`src/rtl/iterative_divider.sv`:
```
// Restoring shift-subtract divider: one quotient bit per clock, signed/unsigned,
// with destination tags carried through and OV/S/Z flags for the PSW.
module iterative_divider #(
   parameter int WIDTH = 32,
   parameter int REG_W = 5
) (
   input  logic               clk,
   input  logic               rst,
   input  logic               start_i,
   input  logic               signed_i,
   input  logic               flush_i,
   input  logic [WIDTH-1:0]   dividend_i,
   input  logic [WIDTH-1:0]   divisor_i,
   input  logic [REG_W-1:0]   dest_q_i,
   input  logic [REG_W-1:0]   dest_r_i,
   output logic               busy_o,
   output logic               done_o,
   output logic [WIDTH-1:0]   quotient_o,
   output logic [WIDTH-1:0]   remainder_o,
   output logic [REG_W-1:0]   dest_q_o,
   output logic [REG_W-1:0]   dest_r_o,
   output logic               ov_o,
   output logic               s_o,
   output logic               z_o
);

   localparam int CW = $clog2(WIDTH);
   localparam logic [WIDTH-1:0] MIN_NEG = {1'b1, {(WIDTH-1){1'b0}}};
   localparam logic [CW-1:0]    LAST_STEP = CW'(WIDTH - 1);

   typedef enum logic [1:0] {IDLE, CALC, FIX} state_t;

   state_t            state, state_next;
   logic [CW-1:0]     count;
   logic [WIDTH-1:0]  quo_q;
   logic [WIDTH-1:0]  rem_q;
   logic [WIDTH-1:0]  div_q;
   logic              q_neg, r_neg, ov_q;
   logic [REG_W-1:0]  tag_q, tag_r;

   logic              accept, div_zero, sig_ovf, special;
   logic [WIDTH-1:0]  a_abs, b_abs, q_fix, r_fix;
   logic [WIDTH:0]    partial, diff;

   always_comb begin
      accept   = (state == IDLE) && start_i && !flush_i;
      div_zero = (divisor_i == '0);
      sig_ovf  = signed_i && (dividend_i == MIN_NEG) && (&divisor_i);
      special  = div_zero || sig_ovf;
      a_abs    = (signed_i && dividend_i[WIDTH-1]) ? -dividend_i : dividend_i;
      b_abs    = (signed_i && divisor_i[WIDTH-1])  ? -divisor_i  : divisor_i;
      partial  = {rem_q, quo_q[WIDTH-1]};
      diff     = partial - {1'b0, div_q};
      q_fix    = q_neg ? -quo_q : quo_q;
      r_fix    = r_neg ? -rem_q : rem_q;
   end

   always_ff @(posedge clk or posedge rst) begin
      if (rst) state <= IDLE;
      else     state <= state_next;
   end

   // Flush wins over start in IDLE and cancels CALC/FIX without a done pulse.
   always_comb begin
      state_next = state;
      busy_o     = (state != IDLE);
      case (state)
         IDLE: if (accept) state_next = special ? FIX : CALC;
         CALC: begin
            if (flush_i)             state_next = IDLE;
            else if (count == '0)    state_next = FIX;
         end
         FIX:     state_next = IDLE;
         default: state_next = IDLE;
      endcase
   end

   always_ff @(posedge clk or posedge rst) begin
      if (rst) begin
         count       <= '0;
         quo_q       <= '0;
         rem_q       <= '0;
         div_q       <= '0;
         q_neg       <= 1'b0;
         r_neg       <= 1'b0;
         ov_q        <= 1'b0;
         tag_q       <= '0;
         tag_r       <= '0;
         done_o      <= 1'b0;
         quotient_o  <= '0;
         remainder_o <= '0;
         dest_q_o    <= '0;
         dest_r_o    <= '0;
         ov_o        <= 1'b0;
         s_o         <= 1'b0;
         z_o         <= 1'b0;
      end else begin
         done_o <= 1'b0;
         case (state)
            IDLE: if (accept) begin
               tag_q <= dest_q_i;
               tag_r <= dest_r_i;
               count <= LAST_STEP;
               div_q <= b_abs;
               // Special cases preload the final magnitudes and skip the iteration.
               if (div_zero) begin
                  quo_q <= '0;
                  rem_q <= dividend_i;
                  q_neg <= 1'b0;
                  r_neg <= 1'b0;
                  ov_q  <= 1'b1;
               end else if (sig_ovf) begin
                  quo_q <= MIN_NEG;
                  rem_q <= '0;
                  q_neg <= 1'b0;
                  r_neg <= 1'b0;
                  ov_q  <= 1'b1;
               end else begin
                  quo_q <= a_abs;
                  rem_q <= '0;
                  q_neg <= signed_i && (dividend_i[WIDTH-1] ^ divisor_i[WIDTH-1]);
                  r_neg <= signed_i && dividend_i[WIDTH-1];
                  ov_q  <= 1'b0;
               end
            end
            CALC: if (!flush_i) begin
               count <= count - 1'b1;
               if (!diff[WIDTH]) begin
                  rem_q <= diff[WIDTH-1:0];
                  quo_q <= {quo_q[WIDTH-2:0], 1'b1};
               end else begin
                  rem_q <= partial[WIDTH-1:0];
                  quo_q <= {quo_q[WIDTH-2:0], 1'b0};
               end
            end
            FIX: if (!flush_i) begin
               done_o      <= 1'b1;
               quotient_o  <= q_fix;
               remainder_o <= r_fix;
               dest_q_o    <= tag_q;
               dest_r_o    <= tag_r;
               ov_o        <= ov_q;
               s_o         <= q_fix[WIDTH-1];
               z_o         <= (q_fix == '0);
            end
            default: ;
         endcase
      end
   end

endmodule

```
`config.mk`:
```
export PLATFORM = sky130hd
export DESIGN_NAME = iterative_divider
export DESIGN_NICKNAME = d
export VERILOG_FILES = /design/src/rtl/iterative_divider.sv
export SDC_FILE = /design/constraint.sdc
export NUM_CORES = 1
export LEC_CHECK = 0
export CAP_MARGIN = 20
export CORE_MARGIN = 2
export CORE_UTILIZATION = 58
export CTS_BUF_LIST = sky130_fd_sc_hd__clkbuf_2 sky130_fd_sc_hd__clkbuf_4 sky130_fd_sc_hd__clkbuf_8
export CTS_CLUSTER_SIZE = 40
export DETAILED_ROUTE_END_ITERATION = 10
export PLACE_DENSITY = 0.83
export SETUP_SLACK_MARGIN = 0.05
export SYNTH_ARGS = -nofsm -noshare
export SYNTH_HDL_FRONTEND = slang
export SYNTH_SLANG_ARGS = --single-unit
```
`constraint.sdc`:
```
create_clock -name clk -period 6.8 [get_ports clk]
set_input_delay 1.02 -clock clk [delete_from_list [all_inputs] [get_ports clk]]
set_output_delay 1.02 -clock clk [all_outputs]
set_load 0.03 [all_outputs]
```
# Word-level counts from Yosys, hierarchy flattened
# Index checks and enable logic that the tools add are counted.
# totals
output_inout_bits	79
inputBits	79
register_bits	194
# classes
bitwise	2
eq_ne	6
n_reduce_logical	20
muxes	31
addsub	6
# op_table
op	n
$mux W32	12
$neg A32 Y32	4
$pmux W32 S2	2
$logic_not A32 Y1	2
$sub A33 B32 Y33	1
$eq A32 B32 Y1 const B	1
$reduce_and A32 Y1	1
$mux W5	2
$pmux W5 S2	1
$mux W1	9
$mux W2	4
$logic_and A1 B1 Y1	7
$reduce_and A2 Y1	3
$logic_not A5 Y1	1
$sub A5 B1 Y5 const B	1
$ne A2 B2 Y1 const B	2
$pmux W2 S2	1
$reduce_bool A2 Y1	2
$ne A3 B3 Y1 const B	1
$reduce_and A3 Y1	1
$eq A2 B1 Y1 const B	1
$eq A2 B2 Y1 const B	1
$logic_not A2 Y1	1
$logic_not A1 Y1	1
other kinds (3)	3

# Depth between registers and ports, before layout
# depth
word_depth	7
depth_mapped	14
mapped_depth_nobuf	13

# Worst setup path after synthesis
# No wires, ideal clock.
# synth_timing
path_type	register to register
startpoint	register quo_q[9]
endpoint	register z_o
setup_ps	76
t_arrival_ps	3681
synth_period_minus_slack_ps	3758
path_stages_with_launch	13
setup_slack_ps	3042
cell_sequence	dfrtp_1 > buf_6 > or4_4 > or4_4 > or2_1 > buf_6 > or4_4 > or4_4 > nor3b_2 > a21o_1 > a32oi_1 > or4_1 > o21ai_1
# synth_via
elab_chain_len	3
# synth_lines
item	line	text
start: declaration	35	logic [WIDTH-1:0] quo_q;
start signal: assignment	119	quo_q <= a_abs;
start signal: assignment	130	quo_q <= {quo_q[WIDTH-2:0], 1'b1};
start signal: assignment	133	quo_q <= {quo_q[WIDTH-2:0], 1'b0};
$neg A32 Y32	54	q_fix = q_neg ? -quo_q : quo_q;
$mux W32 (*)	54	
$logic_not A32 Y1 (*)	144	z_o <= (q_fix == '0);
end signal: assignment	144	
end: declaration	24	output logic z_o
# Mark *: on every way between the ends. The rest lies on a longest branch, timed or not.
# A chain may end at the register's enable or synchronous reset.

# Worst setup path in the final report
# layout_timing
startpoint	register quo_q[31]
endpoint	register rem_q[20]
# layout_via
elab_chain_len	4
# layout_lines
item	line	text
$sub A33 B32 Y33	53	diff = partial - {1'b0, div_q};
$mux W32	128	if (!diff[WIDTH]) begin
$mux W32	126	CALC: if (!flush_i) begin
$pmux W32 S2	99	case (state)
end signal: assignment	108	rem_q <= dividend_i;
end signal: assignment	129	rem_q <= diff[WIDTH-1:0];
end signal: assignment	132	rem_q <= partial[WIDTH-1:0];
end: declaration	36	logic [WIDTH-1:0] rem_q;
# Every way passes these cells. The select of a mux whose other input is x is not followed.

==> run summary <==
outcome = complete, no violations
CTS tree = built
Slew HR = 40.6%
CTS max path bufs = 2
Syn Nets = 1708
htree depth = 4
CP max FO = 25
r2r setup slk = 2.50 ns
Core Area = 21700 sq um
Via density = 6.02
sequential fraction of the synthesis area = 37.9%
Setup WS post-layout = 2.50 ns
yosys warns = 0
Detailed Route WL = 35.0 mm
GPL Wtd Cong = 0.986
Area contributors post-synth = dfrtp_1 (38%), nand2_1 (8.3%), o21ai_0 (6.6%)
hold_sp = tag_q[2]
xor/xnor cell area share of the yosys netlist = 10.1%
Clock Tree Root = clkbuf_8
clock latency on the worst-skew pair = 0.50 ns
Non-Filler Instances = 1966
# DRC = 0
power per cell area = 326 nW/um^2
post-synth top area cell = dfrtp_1
Hold WS = 0.482 ns
clock-pin slew on the worst setup and hold paths = 0.12 ns
Crit. End Element = register
final instance area = 14800 sq um
Placed Area = 14400 sq um
Placed Cells = 1933
clk_skew = 0.0238 ns
DR WL/cell = 17.8 um
pins over their slew limit = 0
initial antenna violation count = 0
R2R cell count = 13
reg-to-reg startpoint = quo_q[31]
Worst Hold Depth = 2
kind of critical path = reg -> reg
#FFs+latches synth = 193
Die X-Extent = 152 um
First-pass DRT Iterations = 5
Critical Path AT = 4.65 ns
post-CTS setup buffers = 0
diode count = 0
clk sink count = 193
IO buf count = 157
grt total ovfl = 0
Post-synth EDFFs = 0
FMAX = 0.232 GHz
Initial Utilization = 58.7%
Tmin final = 4.30 ns
Critical Path RT = 7.15 ns
Setup crit start kind = register
first-pass GRT wire length = 56.3 mm
Rows = 54
Tightest Pin Transition = 0.883 ns
nets = 1793
syn_area_per_cell = 8.02 sq um
top-area cell type share of the netlist area = 37.9%
Layout area overhead = 16.3%
Final HPWL DP = 26.1 mm
clock buffer count from CTS = 17
boundary pin count = 158
Routed Antenna Nets = 0
largest net degree at the start of global routing = 152
Synth Instances = 1588
via count = 11800
Initial DRC Count = 1101
DP Worst Slack = 2.23 ns
post-synth cell types = 71
Synth Area in Simple Gates = 21.5%
Die Y = 152 um
Max-Cap Viols = 0
Hold Crit Class = reg -> reg
setup tns final = 0 ns
LEAKAGE = 6.15 nW
final setup fails = 0
All-Layer GR Usage = 29.8%
Synth Area in Compound Gates = 20.5%
unrepaired setup endpoints after global routing = no
top_reg_cell synth = dfrtp_1
layout cells sized above 1 = 4.74%
Hold Path End = dest_q_o[2]
fin crit share = 63.3%
r2r endpoint = rem_q[20]
adder-cell area share of the yosys netlist = 4.09%
Worst VDD drop = 0.164 mV
Post-CTS Hold Buffers = 0
Mapped Area = 12700 sq um
mux share of post-synthesis cell area = 0.894%
CTS resizes = 0
vias in the first global route = 10900
Hold Vio Cnt, Final = 0
largest family of logic cells by synthesized area = simple AND/OR/NAND/NOR gates
ys async rst share = 100%
Die ar. = 23200 sq um
per-layer routing:
metal | vias to the layer above | global-route usage, % | routed length, um
li1 | 5742 | - | -
met1 | 5510 | 42.2 | 15500
met2 | 504 | 46.0 | 15800
met3 | 89 | 4.95 | 2530
met4 | 0 | 11.8 | 1210
met5 | - | 0 | 0
cell families after synthesis:
family | count (synthesis)
and+or+nand+nor | 594
muxes | 11
xor gates and xnor gates | 147
DFF | 193
buffers and inverters | 159
adders and majority gates | 41
AOI/OAI and AO/OA | 443
placed cells by master, fill, tap and decap left out, types with 16 or more instances in the layout:
cell               n
nand2_1          282
dfrtp_1          193
o21ai_0          168
clkdlybuf4s50_1  157
a21oi_1          111
nor2_1            99
xor2_1            89
nor3_1            59
xnor2_1           58
inv_1             54
a31oi_1           40
ha_1              40
o31ai_1           29
nand4_1           17
clkbuf_8          17
nand3_1           16
nand2b_1          16
cell usage after synthesis (all sizes together), types with 29 or more instances:
| library cell | n |
|---|---|
| nand2 | 282 |
| clkbuf | 92 |
| nor3 | 60 |
| dfrtp | 193 |
| nor2 | 100 |
| xnor2 | 58 |
| xor2 | 89 |
| a21oi | 111 |
| inv | 55 |
| o21ai | 177 |
| ha | 40 |
| a31oi | 40 |
| o31ai | 29 |
sequential cells by signal, summed over array words and instances, names as in the netlist:
| name | cells |
|---|---|
| ov_q | 1 |
| z_o | 1 |
| tag_r | 5 |
| dest_r_o | 5 |
| dest_q_o | 5 |
| done_o | 1 |
| count | 5 |
| remainder_o | 32 |
| quotient_o | 32 |
| quo_q | 32 |
| state | 2 |
| tag_q | 5 |
| div_q | 32 |
| rem_q | 32 |
| r_neg | 1 |
| ov_o | 1 |
| q_neg | 1 |
final cells by class:
class | count | area, sq um
inverters | 55 | 214
well taps | 280 | 350
fillers | 1773 | 6880
multi-input cells | 1236 | 7310
clock inverters | 15 | 181
repair buffers | 170 | 1690
flip-flops and latches | 193 | 4830
clock buffers | 17 | 234
worst max-delay path, cell delays in order, from the launching register on:
cell      delay, ns
dfrtp_1        0.51
inv_1          0.20
ha_1           0.28
fa_1           0.39
nand2b_1       0.21
a21oi_1        0.22
o21a_1         0.31
a311o_1        0.31
a311oi_1       0.19
a211oi_4       0.75
buf_4          0.39
nor3_1         0.09
a31oi_1        0.20
a31oi_1        0.11
worst max-delay path by stage:
stage,from,to,cells past startpoint
3_5_place_dp,divisor_i[6],quo_q[21],9
5_1_grt,quo_q[31],rem_q[20],13
6_report,quo_q[31],rem_q[20],13
3_3_place_gp,divisor_i[6],quo_q[21],9
4_1_cts,quo_q[31],rem_q[20],13
2_1_floorplan,rst,count[0],1
where the power goes:
group	total, W	internal, W	switching [W]
combinational	0.00233	0.000960	0.00137
clock	0.000780	0.000284	0.000496
sequential	0.00172	0.00135	0.000373
stage by stage:
| step | power [W] | util [%] |
|---|---|---|
| finish | 0.00483 | 68.3 |
| floorplan | 0.00338 | - |
| detailed placement | 0.00399 | 66.3 |
| global route | 0.00516 | 68.3 |
| CTS | 0.00478 | 68.2 |
| global placement | 0.00393 | 66.3 |
Power figures use the tool's default switching activity.
